<file path="src/rtl/dds_update_sequencer.sv">
// Fans one decoded command packet out to NUM_CH DDS controllers. Each channel is
// handshaked individually with busy/finish timeouts, and TV/TH polarisation is sequenced from a trigger.
module dds_update_sequencer #(
    parameter int NUM_CH         = 2,
    parameter int BUSY_TIMEOUT   = 1024,
    parameter int FINISH_TIMEOUT = 65536,
    parameter int TMR_W          = 17
) (
    input  logic              clk,
    input  logic              rst,
    input  logic              pkt_ready,
    input  logic              pkt_crc_err,
    output logic              pkt_load,
    input  logic [NUM_CH-1:0] ch_en,
    output logic [NUM_CH-1:0] update,
    input  logic [NUM_CH-1:0] busy,
    input  logic [NUM_CH-1:0] finish,
    input  logic              trig,
    input  logic [1:0]        mode,
    output logic              tv,
    output logic              th,
    output logic              seq_busy,
    output logic              err_timeout,
    output logic [NUM_CH-1:0] err_ch,
    output logic [15:0]       done_cnt
);

    typedef enum logic [2:0] {
        IDLE, START, WAIT_BUSY, WAIT_FINISH, LOAD, WAIT_RELEASE
    } state_t;

    localparam logic [TMR_W-1:0] BUSY_LAST   = TMR_W'(BUSY_TIMEOUT - 1);
    localparam logic [TMR_W-1:0] FINISH_LAST = TMR_W'(FINISH_TIMEOUT - 1);

    state_t            state, state_nxt;
    logic [NUM_CH-1:0] mask, mask_nxt;
    logic [NUM_CH-1:0] busy_seen, busy_seen_nxt;
    logic [NUM_CH-1:0] finish_seen, finish_seen_nxt;
    logic [TMR_W-1:0]  timer, timer_nxt;
    logic              abort, abort_nxt;
    logic [NUM_CH-1:0] update_nxt;
    logic              pkt_load_nxt;
    logic              err_timeout_nxt;
    logic [NUM_CH-1:0] err_ch_nxt;
    logic [15:0]       done_cnt_nxt;
    logic [NUM_CH-1:0] busy_m, finish_m;

    assign busy_m   = busy & mask;
    assign finish_m = finish & mask;
    assign seq_busy = (state != IDLE);

    always_ff @(posedge clk or negedge rst) begin
        if (!rst) begin
            state       <= IDLE;
            mask        <= '0;
            busy_seen   <= '0;
            finish_seen <= '0;
            timer       <= '0;
            abort       <= 1'b0;
            update      <= '0;
            pkt_load    <= 1'b0;
            err_timeout <= 1'b0;
            err_ch      <= '0;
            done_cnt    <= '0;
        end else begin
            state       <= state_nxt;
            mask        <= mask_nxt;
            busy_seen   <= busy_seen_nxt;
            finish_seen <= finish_seen_nxt;
            timer       <= timer_nxt;
            abort       <= abort_nxt;
            update      <= update_nxt;
            pkt_load    <= pkt_load_nxt;
            err_timeout <= err_timeout_nxt;
            err_ch      <= err_ch_nxt;
            done_cnt    <= done_cnt_nxt;
        end
    end

    always_comb begin
        state_nxt       = state;
        mask_nxt        = mask;
        busy_seen_nxt   = busy_seen;
        finish_seen_nxt = finish_seen;
        timer_nxt       = timer;
        abort_nxt       = abort;
        update_nxt      = '0;
        pkt_load_nxt    = pkt_load;
        err_timeout_nxt = err_timeout;
        err_ch_nxt      = err_ch;
        done_cnt_nxt    = done_cnt;

        case (state)
            IDLE: begin
                if (pkt_ready) begin
                    mask_nxt        = ch_en;
                    busy_seen_nxt   = '0;
                    finish_seen_nxt = '0;
                    timer_nxt       = '0;
                    abort_nxt       = pkt_crc_err;
                    err_timeout_nxt = 1'b0;
                    err_ch_nxt      = '0;
                    state_nxt       = (pkt_crc_err || ch_en == '0) ? LOAD : START;
                end
            end
            START: begin
                update_nxt = mask;
                timer_nxt  = '0;
                state_nxt  = WAIT_BUSY;
            end
            WAIT_BUSY: begin
                busy_seen_nxt   = busy_seen | busy_m;
                finish_seen_nxt = finish_seen | finish_m;
                // Each channel stops requesting as soon as its own busy is seen.
                update_nxt      = update & ~busy_m;
                timer_nxt       = timer + TMR_W'(1);
                if ((busy_seen | busy_m) == mask) begin
                    timer_nxt = '0;
                    state_nxt = WAIT_FINISH;
                end else if (timer == BUSY_LAST) begin
                    update_nxt      = '0;
                    err_timeout_nxt = 1'b1;
                    err_ch_nxt      = mask & ~(busy_seen | busy);
                    abort_nxt       = 1'b1;
                    state_nxt       = LOAD;
                end
            end
            WAIT_FINISH: begin
                finish_seen_nxt = finish_seen | finish_m;
                timer_nxt       = timer + TMR_W'(1);
                if ((finish_seen | finish_m) == mask) begin
                    state_nxt = LOAD;
                end else if (timer == FINISH_LAST) begin
                    err_timeout_nxt = 1'b1;
                    err_ch_nxt      = mask & ~(finish_seen | finish);
                    abort_nxt       = 1'b1;
                    state_nxt       = LOAD;
                end
            end
            LOAD: begin
                pkt_load_nxt = 1'b1;
                state_nxt    = WAIT_RELEASE;
            end
            WAIT_RELEASE: begin
                if (!pkt_ready) begin
                    pkt_load_nxt = 1'b0;
                    if (!abort)
                        done_cnt_nxt = done_cnt + 16'd1;
                    state_nxt = IDLE;
                end
            end
            default: state_nxt = IDLE;
        endcase
    end

    // Trigger crosses into clk through two flops; a third flop gives the rising edge.
    logic trig_meta, trig_sync, trig_prev, trig_rise;

    assign trig_rise = trig_sync & ~trig_prev;

    always_ff @(posedge clk or negedge rst) begin
        if (!rst) begin
            trig_meta <= 1'b0;
            trig_sync <= 1'b0;
            trig_prev <= 1'b0;
            tv        <= 1'b1;
            th        <= 1'b0;
        end else begin
            trig_meta <= trig;
            trig_sync <= trig_meta;
            trig_prev <= trig_sync;
            if (mode == 2'b11) begin
                if (trig_rise) begin
                    th <= tv;
                    tv <= ~tv;
                end
            end else if (mode == 2'b10) begin
                tv <= 1'b0;
                th <= 1'b1;
            end else begin
                tv <= 1'b1;
                th <= 1'b0;
            end
        end
    end

endmodule

</file>
<file path="config.mk">
export PLATFORM = sky130hd
export DESIGN_NAME = dds_update_sequencer
export DESIGN_NICKNAME = d
export VERILOG_FILES = /design/src/rtl/dds_update_sequencer.sv
export SDC_FILE = /design/constraint.sdc
export NUM_CORES = 1
export LEC_CHECK = 0
export ABC_AREA = 0
export CORE_AREA = 2 2 76 132
export DETAILED_ROUTE_END_ITERATION = 12
export DIE_AREA = 0 0 78 134
export GPL_TIMING_DRIVEN = 0
export MAX_ROUTING_LAYER = met4
export PLACE_DENSITY_LB_ADDON = 0.05
export SLEW_MARGIN = 20
export SYNTH_ARGS = -nofsm -noshare
export SYNTH_HDL_FRONTEND = slang
export SYNTH_SLANG_ARGS = --single-unit
</file>
<file path="constraint.sdc">
create_clock -name clk -period 2.6 [get_ports clk]
set_input_delay 0.52 -clock clk [delete_from_list [all_inputs] [get_ports clk]]
set_output_delay 0.52 -clock clk [all_outputs]
set_load 0.02 [all_outputs]
</file>
==> impl_metrics.tcl <==
set metrics [dict create \
    status "finished clean" \
    maxSlewHeadroom_pct 60.9 \
    hp-class "input pin to async pin" \
    dieArea_um2 10500 \
    pwr-share-comb_pct 39.2 \
    crit_type "register to register" \
    crit_path_max_incr_delay_ns 0.49 \
    layout.nets 332 \
    wl_per_cell_um 14.7 \
    internal_power_w 0.00178 \
    critPathTopFamily "simple AND/OR/NAND/NOR gates" \
    setup_viol 0 \
    layout_min_cycle_time_ns 2.51 \
    grt_pass1_wl_um 10900 \
    slowest_stage "or4_4" \
    powerDensity_nw_per_um2 804 \
    cts_hold_buffers 0 \
    synth_top_area_share_pct 48.7 \
    n_antenna_cell 0 \
    start_util_pct 28.9 \
    grt_max_degree 46 \
    yosysWarnings 0 \
    hold_violations 0 \
    drtAntennaViolNets 0 \
    syn_area_per_cell_um2 10.2 \
    route.vias.total 2109 \
    max_freq_ghz 0.399 \
    dp_cells 426 \
    io_buffers 37 \
    core_area_um2 9410 \
    cts_buffers 5 \
    path_common_cell "and3_4" \
    area_delta_synth_final_pct 27.8 \
    synth-simple-area-share_pct 25.2 \
    cts.sinks 54 \
    worstPathRequired_ns 2.78 \
    cp-end-kind "register" \
    worstPathArrival_ns 2.69 \
    fin_skew_ns 0.00962 \
    via_per_inst 4.82 \
    clkTransAtPathRegs_ns 0.07 \
    seq_area_um2 1350 \
    cap_violations 0 \
    synth_mux_area_share_pct 2.53 \
    gp_congestion 0.771 \
    synth_top_area_cell "dfrtp_1" \
    tightest_slew_ns 0.586 \
    yosys_register_bits 54 \
    grt-ovfl-total 0 \
    grt_use_total_pct 13.6 \
    ios 38 \
    drive_gt1_share_pct 13.9 \
    first_pass_iters 4 \
    final_cells 438 \
    drc 0 \
    clk_latency_ns 0.29 \
    cts_tree "built" \
    maxSlewViolCount 0 \
    wl_um 6460 \
    start_kind "register" \
    synth_top_family_by_area "simple AND/OR/NAND/NOR gates" \
    ir_worst_vdd_v 0.000524 \
    synth_cells 266 \
    p_leak_nw 1.49 \
    drtIter0Drc 94 \
    clkPwrFrac_pct 23.0 \
    grt_pass1_vias 2161 \
    synth_cell_types 53 \
    dp_hpwl_um 4790 \
    cp_max_fo 5 \
    finalCritPeriodShare_pct 96.4 \
    synth-xor-area-share_pct 6.75 \
    synth_area_leaders "dfrtp_1 49%, xnor2_1 4.2%, nor2_1 3.7%" \
    antenna_found_initial 0 \
    p_sw_share_pct 36.6 \
    cts_buffer_depth 2 \
    worst-path-buf-inv 0 \
    fp.dieH_um 134 \
    synthAdderAreaFrac_pct 1.38 \
    num_rows 47 \
    rsz0062_at_grt "false" \
    fp.dieW_um 78 \
    path_cells "ha_4 > and4_4 > and3_4 > and3_4 > and3_4 > ha_2 > or4_4 > o211ai_2 > mux2_4" \
    multiInputGateArea_um2 1320 \
    fill_cells 963 \
    pwr-share-seq_pct 37.8 \
    power_switching_w 0.00102 \
    syn_area_um2 2720 \
    htreeDepth 2 \
    cts-root-buf "clkbuf_16" \
    ys_seq_area_share_pct 49.7 \
    synth_compound_area_share_pct 11.3 \
    fin_ws_ns 0.0930 \
    synth.net_count 282 \
    place_ws_ns -0.184 \
]
power groups by stage:
| stage | Sequential [W] | Combinational [W] | Clock [W] |
|---|---|---|---|
| 6_report | 0.00106 | 0.00110 | 0.000645 |
| 5_1_grt | 0.00108 | 0.00121 | 0.000715 |
| 4_1_cts | 0.00106 | 0.00111 | 0.000682 |
| 3_5_place_dp | 0.00107 | 0.00109 | 0 |
| 3_3_place_gp | 0.00107 | 0.00108 | 0 |
| 2_1_floorplan | 0.00111 | 0.000665 | 0 |
cell usage after synthesis (all sizes together):
master,n
mux2,4
a21boi,1
buf,7
clkbuf,2
o22ai,2
mux2i,2
nor4,6
nand3,13
o21bai,1
ha,3
o21ba,1
o32ai,1
and4,5
a32o,1
nand2b,5
and3,12
dfrtp,53
nor3b,5
or4,2
a211o,2
and2b,1
xor2,8
and2,2
a21o,1
nor2,27
nand4,4
nand2,24
nor4b,2
o211ai,1
inv,7
a22o,2
nor3,5
a31oi,5
nor2b,6
o311ai,1
a21oi,19
o2bb2ai,1
a2bb2oi,1
or2,1
xnor2,13
dfstp,1
o21ai,6
sequential cells by signal, indices dropped and copies added, names as in the netlist:
name         count
abort            1
busy_seen        2
done_cnt        16
err_ch           2
err_timeout      1
finish_seen      2
mask             2
pkt_load         1
state            3
th               1
timer           17
trig_meta        1
trig_prev        1
trig_sync        1
tv               1
update           2
cell families (layout without fill, tap and decap cells):
family                     Yosys count  in the layout
xor gates and xnor gates            21             21
and+or+nand+nor                    120            120
adders and majority gates            3              3
buffers and inverters               16             66
DFF                                 54             54
muxes                                6              6
AOI/OAI and AO/OA                   46             46
worst register-to-register path: cells and delay by family, from the launching register on:
| family | cells | cell delay, ns |
|---|---|---|
| DFF | 1 | 0.41 |
| and+or+nand+nor | 5 | 1.23 |
| adders and majority gates | 2 | 0.35 |
| AOI/OAI and AO/OA | 1 | 0.09 |
| muxes | 1 | 0.31 |
path summary, 6_finish.rpt:
kind	startpoint	end	slack, ns	cells after the start
worst max-delay path	timer[0]$_DFFE_PN0P_	state[0]$_DFFE_PN0P_	0.09	9
worst min-delay path	rst	err_ch[0]$_DFFE_PN0P_	0.06	1
worst max register to register	timer[0]$_DFFE_PN0P_	state[0]$_DFFE_PN0P_	0.09	9
worst min register to register	trig_meta$_DFF_PN0_	trig_sync$_DFF_PN0_	0.35	0
max in group asynchronous	rst	tv$_DFFE_PN1P_	2.01	2
min in group clk	trig_meta$_DFF_PN0_	trig_sync$_DFF_PN0_	0.35	0
layout by cell type, fill, tap and decap left out, types with 2 or more instances in the layout:
cell / netlist / layout
dfrtp_1: 53 / 53
clkdlybuf4s50_1: 0 / 36
nor2_1: 27 / 27
nand2_1: 24 / 24
a21oi_1: 18 / 18
xnor2_1: 13 / 13
nand3_1: 12 / 12
and3_1: 12 / 9
xor2_1: 8 / 8
inv_1: 7 / 7
nor2b_1: 6 / 6
buf_4: 0 / 6
nand2b_1: 5 / 5
a31oi_1: 5 / 5
clkbuf_16: 0 / 5
nor3b_1: 4 / 4
and4_1: 5 / 4
nor4_1: 4 / 4
nand4_1: 4 / 4
clkbuf_1: 2 / 4
o21ai_0: 4 / 4
buf_2: 3 / 3
buf_6: 3 / 3
and3_4: 0 / 3
nor3_1: 4 / 3
mux2_2: 3 / 3
nor4_2: 2 / 2
a211o_1: 2 / 2
nor3_2: 1 / 2
and2_1: 2 / 2
or4_4: 2 / 2
o22ai_1: 2 / 2
mux2i_1: 2 / 2
a22o_1: 2 / 2
metrics by stage:
step / utilization, % / setup TNS, ns / total power (W) / cell area [µm²] / hold slack [ns]
floorplan: - / 0 / 0.00178 / 2720 / 0.224
CTS: 36.5 / 0 / 0.00284 / 3430 / 0.0528
finish: 37.0 / 0 / 0.00280 / 3480 / 0.0587
global placement: 34.5 / -50.04 / 0.00215 / 3250 / 0.337
detailed placement: 34.8 / -0.864 / 0.00216 / 3270 / 0.341
global route: 37.0 / 0 / 0.00301 / 3480 / 0.0542
layer usage:
layer	track usage, %	part of all wire (%)	vias to the layer above
met5	-	0	-
met4	4.68	1.8	0
met3	2.42	3.0	7
met2	24.9	55	37
met1	14.7	40	1022
li1	-	-	1043
what timing repair did:
action	CTS	global route
setup endpoints to repair	1	3
resized for setup	5	5
pin swaps	1	2
buffers inserted	2	3
cell type report:
class | count | area share [%]
Buffer | 9 | 1.76
Clock buffer | 7 | 3.81
Inverter | 7 | 0.755
Multi-Input combinational cell | 196 | 38.0
Sequential cell | 54 | 38.9
Tap cell | 122 | 4.39
Timing Repair Buffer | 43 | 12.4
Note: power is estimated with default switching activity, not from simulation.
==> RTL edit: new RTL, same settings <==
Register the output `done_cnt` once more, without a reset; this adds one clock of latency there. The other outputs are not delayed to match.
--- a/src/rtl/dds_update_sequencer.sv
+++ b/src/rtl/dds_update_sequencer.sv
@@ -32,6 +32,8 @@
     localparam logic [TMR_W-1:0] BUSY_LAST   = TMR_W'(BUSY_TIMEOUT - 1);
     localparam logic [TMR_W-1:0] FINISH_LAST = TMR_W'(FINISH_TIMEOUT - 1);
 
+    logic [15:0] done_cnt_s0;
+
     state_t            state, state_nxt;
     logic [NUM_CH-1:0] mask, mask_nxt;
     logic [NUM_CH-1:0] busy_seen, busy_seen_nxt;
@@ -61,7 +63,7 @@
             pkt_load    <= 1'b0;
             err_timeout <= 1'b0;
             err_ch      <= '0;
-            done_cnt    <= '0;
+            done_cnt_s0 <= '0;
         end else begin
             state       <= state_nxt;
             mask        <= mask_nxt;
@@ -73,7 +75,7 @@
             pkt_load    <= pkt_load_nxt;
             err_timeout <= err_timeout_nxt;
             err_ch      <= err_ch_nxt;
-            done_cnt    <= done_cnt_nxt;
+            done_cnt_s0 <= done_cnt_nxt;
         end
     end
 
@@ -88,7 +90,7 @@
         pkt_load_nxt    = pkt_load;
         err_timeout_nxt = err_timeout;
         err_ch_nxt      = err_ch;
-        done_cnt_nxt    = done_cnt;
+        done_cnt_nxt    = done_cnt_s0;
 
         case (state)
             IDLE: begin
@@ -145,7 +147,7 @@
                 if (!pkt_ready) begin
                     pkt_load_nxt = 1'b0;
                     if (!abort)
-                        done_cnt_nxt = done_cnt + 16'd1;
+                        done_cnt_nxt = done_cnt_s0 + 16'd1;
                     state_nxt = IDLE;
                 end
             end
@@ -184,5 +186,9 @@
         end
     end
 
+    always_ff @(posedge clk) begin
+        done_cnt <= done_cnt_s0;
+    end
+
 endmodule
 
Behaviour: not the same (a bounded check fails within 4 cycles, from zero or initial values and one cycle with rst low).
==> RTL edit against the unedited design <==
- setup slack better by 0.030 ns
- routed wire length is 1.4% higher
- sequential cell count is 16 higher
- hold slack improved by 0.057 ns
- core utilization increased by 3.9 points
- power increased by 29%
- synthesized cell count grew 4.9%
- synthesized area grew 9.6%
- design area is 10% higher
- clock skew shrank 0.0062 ns
- global-route usage increased by 0.57 points
- largest power group is now sequential cells
- highest routed layer unchanged
==> RTL edit: results <==
[status]
outcome = "complete, no violations"

[pwr]
leakage_nw = 1.62
power_density_over_the_cells_mw_per_mm2 = 942
power_combinational_w = 0.000993
sequentialPowerShare_pct = 36.6

[synthesis]
synth-seq-area-share_pct = 56.0
synthDistinctLibCells = 52
syn_inst = 279
postSynthNetCount = 295
synth_top_cells_by_count = "dfrtp_1, nor2_1, nand2_1"
async_reset_ff_share_pct = 77.1

[timing]
fin_worst_hold_slack_ns = 0.116
fin_crit_share_pct = 95.3
fin_worst_skew_ns = 0.00339

[critical_path]
worst_path_cell_with_the_longest_stage_delay = "clkdlybuf4s50_1"
critical_path_capture_point = "seq_busy"
cpLargestDelayFamily = "buffers and inverters"
critical_path.max_fanout = 10
max_stage_delay_ns = 0.57
worstReg2RegStart = "timer[5]"
arrival_ns = 1.96
ff2ff_setup_slack_ns = 0.32

[global_routing]
groute.usage.overall_pct = 14.2
groute.layer.met3.usage_pct = 2.96
grt_met2_use_pct = 25.0
met1_usage_grt_pct = 14.6

[cells_and_area]
nNetsFinal = 344
layout-drive-gt1-share_pct = 10.8
largest_registers = "timer (17), done_cnt (16), done_cnt_s0 (16)"
final_cells = 455

[place]
placedInstanceArea_mm2 = 0.00353
post-place-cells = 439

[route]
route.met2.wl_mm = 3.63
routed-wl-met3_um = 170
first_iter_violations = 67
vias_per_cell = 4.76
detail_route.wirelength_mm = 6.55

[clock_tree]
register_clock_pin_slew_on_the_reported_worst_setup_and_hold_paths_ns = 0.05
clock_insertion_delay_worst_skew_ns = 0.33
htree_levels = 3
tritoncts.num_buffers = 9
postCtsResizedCells = 0
## RTL edit: cell count changes in the layout (fill, tap and decap cells not counted), moves of 5 or more
| cell | unedited run | this run |
|---|---|---|
| buf_4 | 6 | 1 |
| nand3_1 | 12 | 17 |
| a21oi_1 | 18 | 5 |
| xor2_1 | 8 | 15 |
| dfxtp_1 | 0 | 16 |
| nor2_1 | 27 | 35 |
## RTL edit: kinds of logic (layout without fill, tap and decap cells)
family | Yosys count | in the layout | synth area share (%)
AND/OR/NAND/NOR | 124 | 124 | 21.9
buffers and inverters | 15 | 69 | 2.01
adder cells (fa/ha/maj) | 3 | 3 | 1.26
AO/OA/AOI/OAI | 34 | 34 | 8.80
flip-flops | 70 | 70 | 56.0
multiplexers | 5 | 5 | 1.84
XOR/XNOR | 28 | 28 | 8.21
## RTL edit: area by class of cell
type	count	area, µm²
fill	951	5570
sequential	70	1670
multi-input combinational	194	1250
timing repair buffer	38	388
clock buffer	12	246
tap	122	153
clock inverter	4	70.1
buffer	9	37.5
inverter	6	22.5
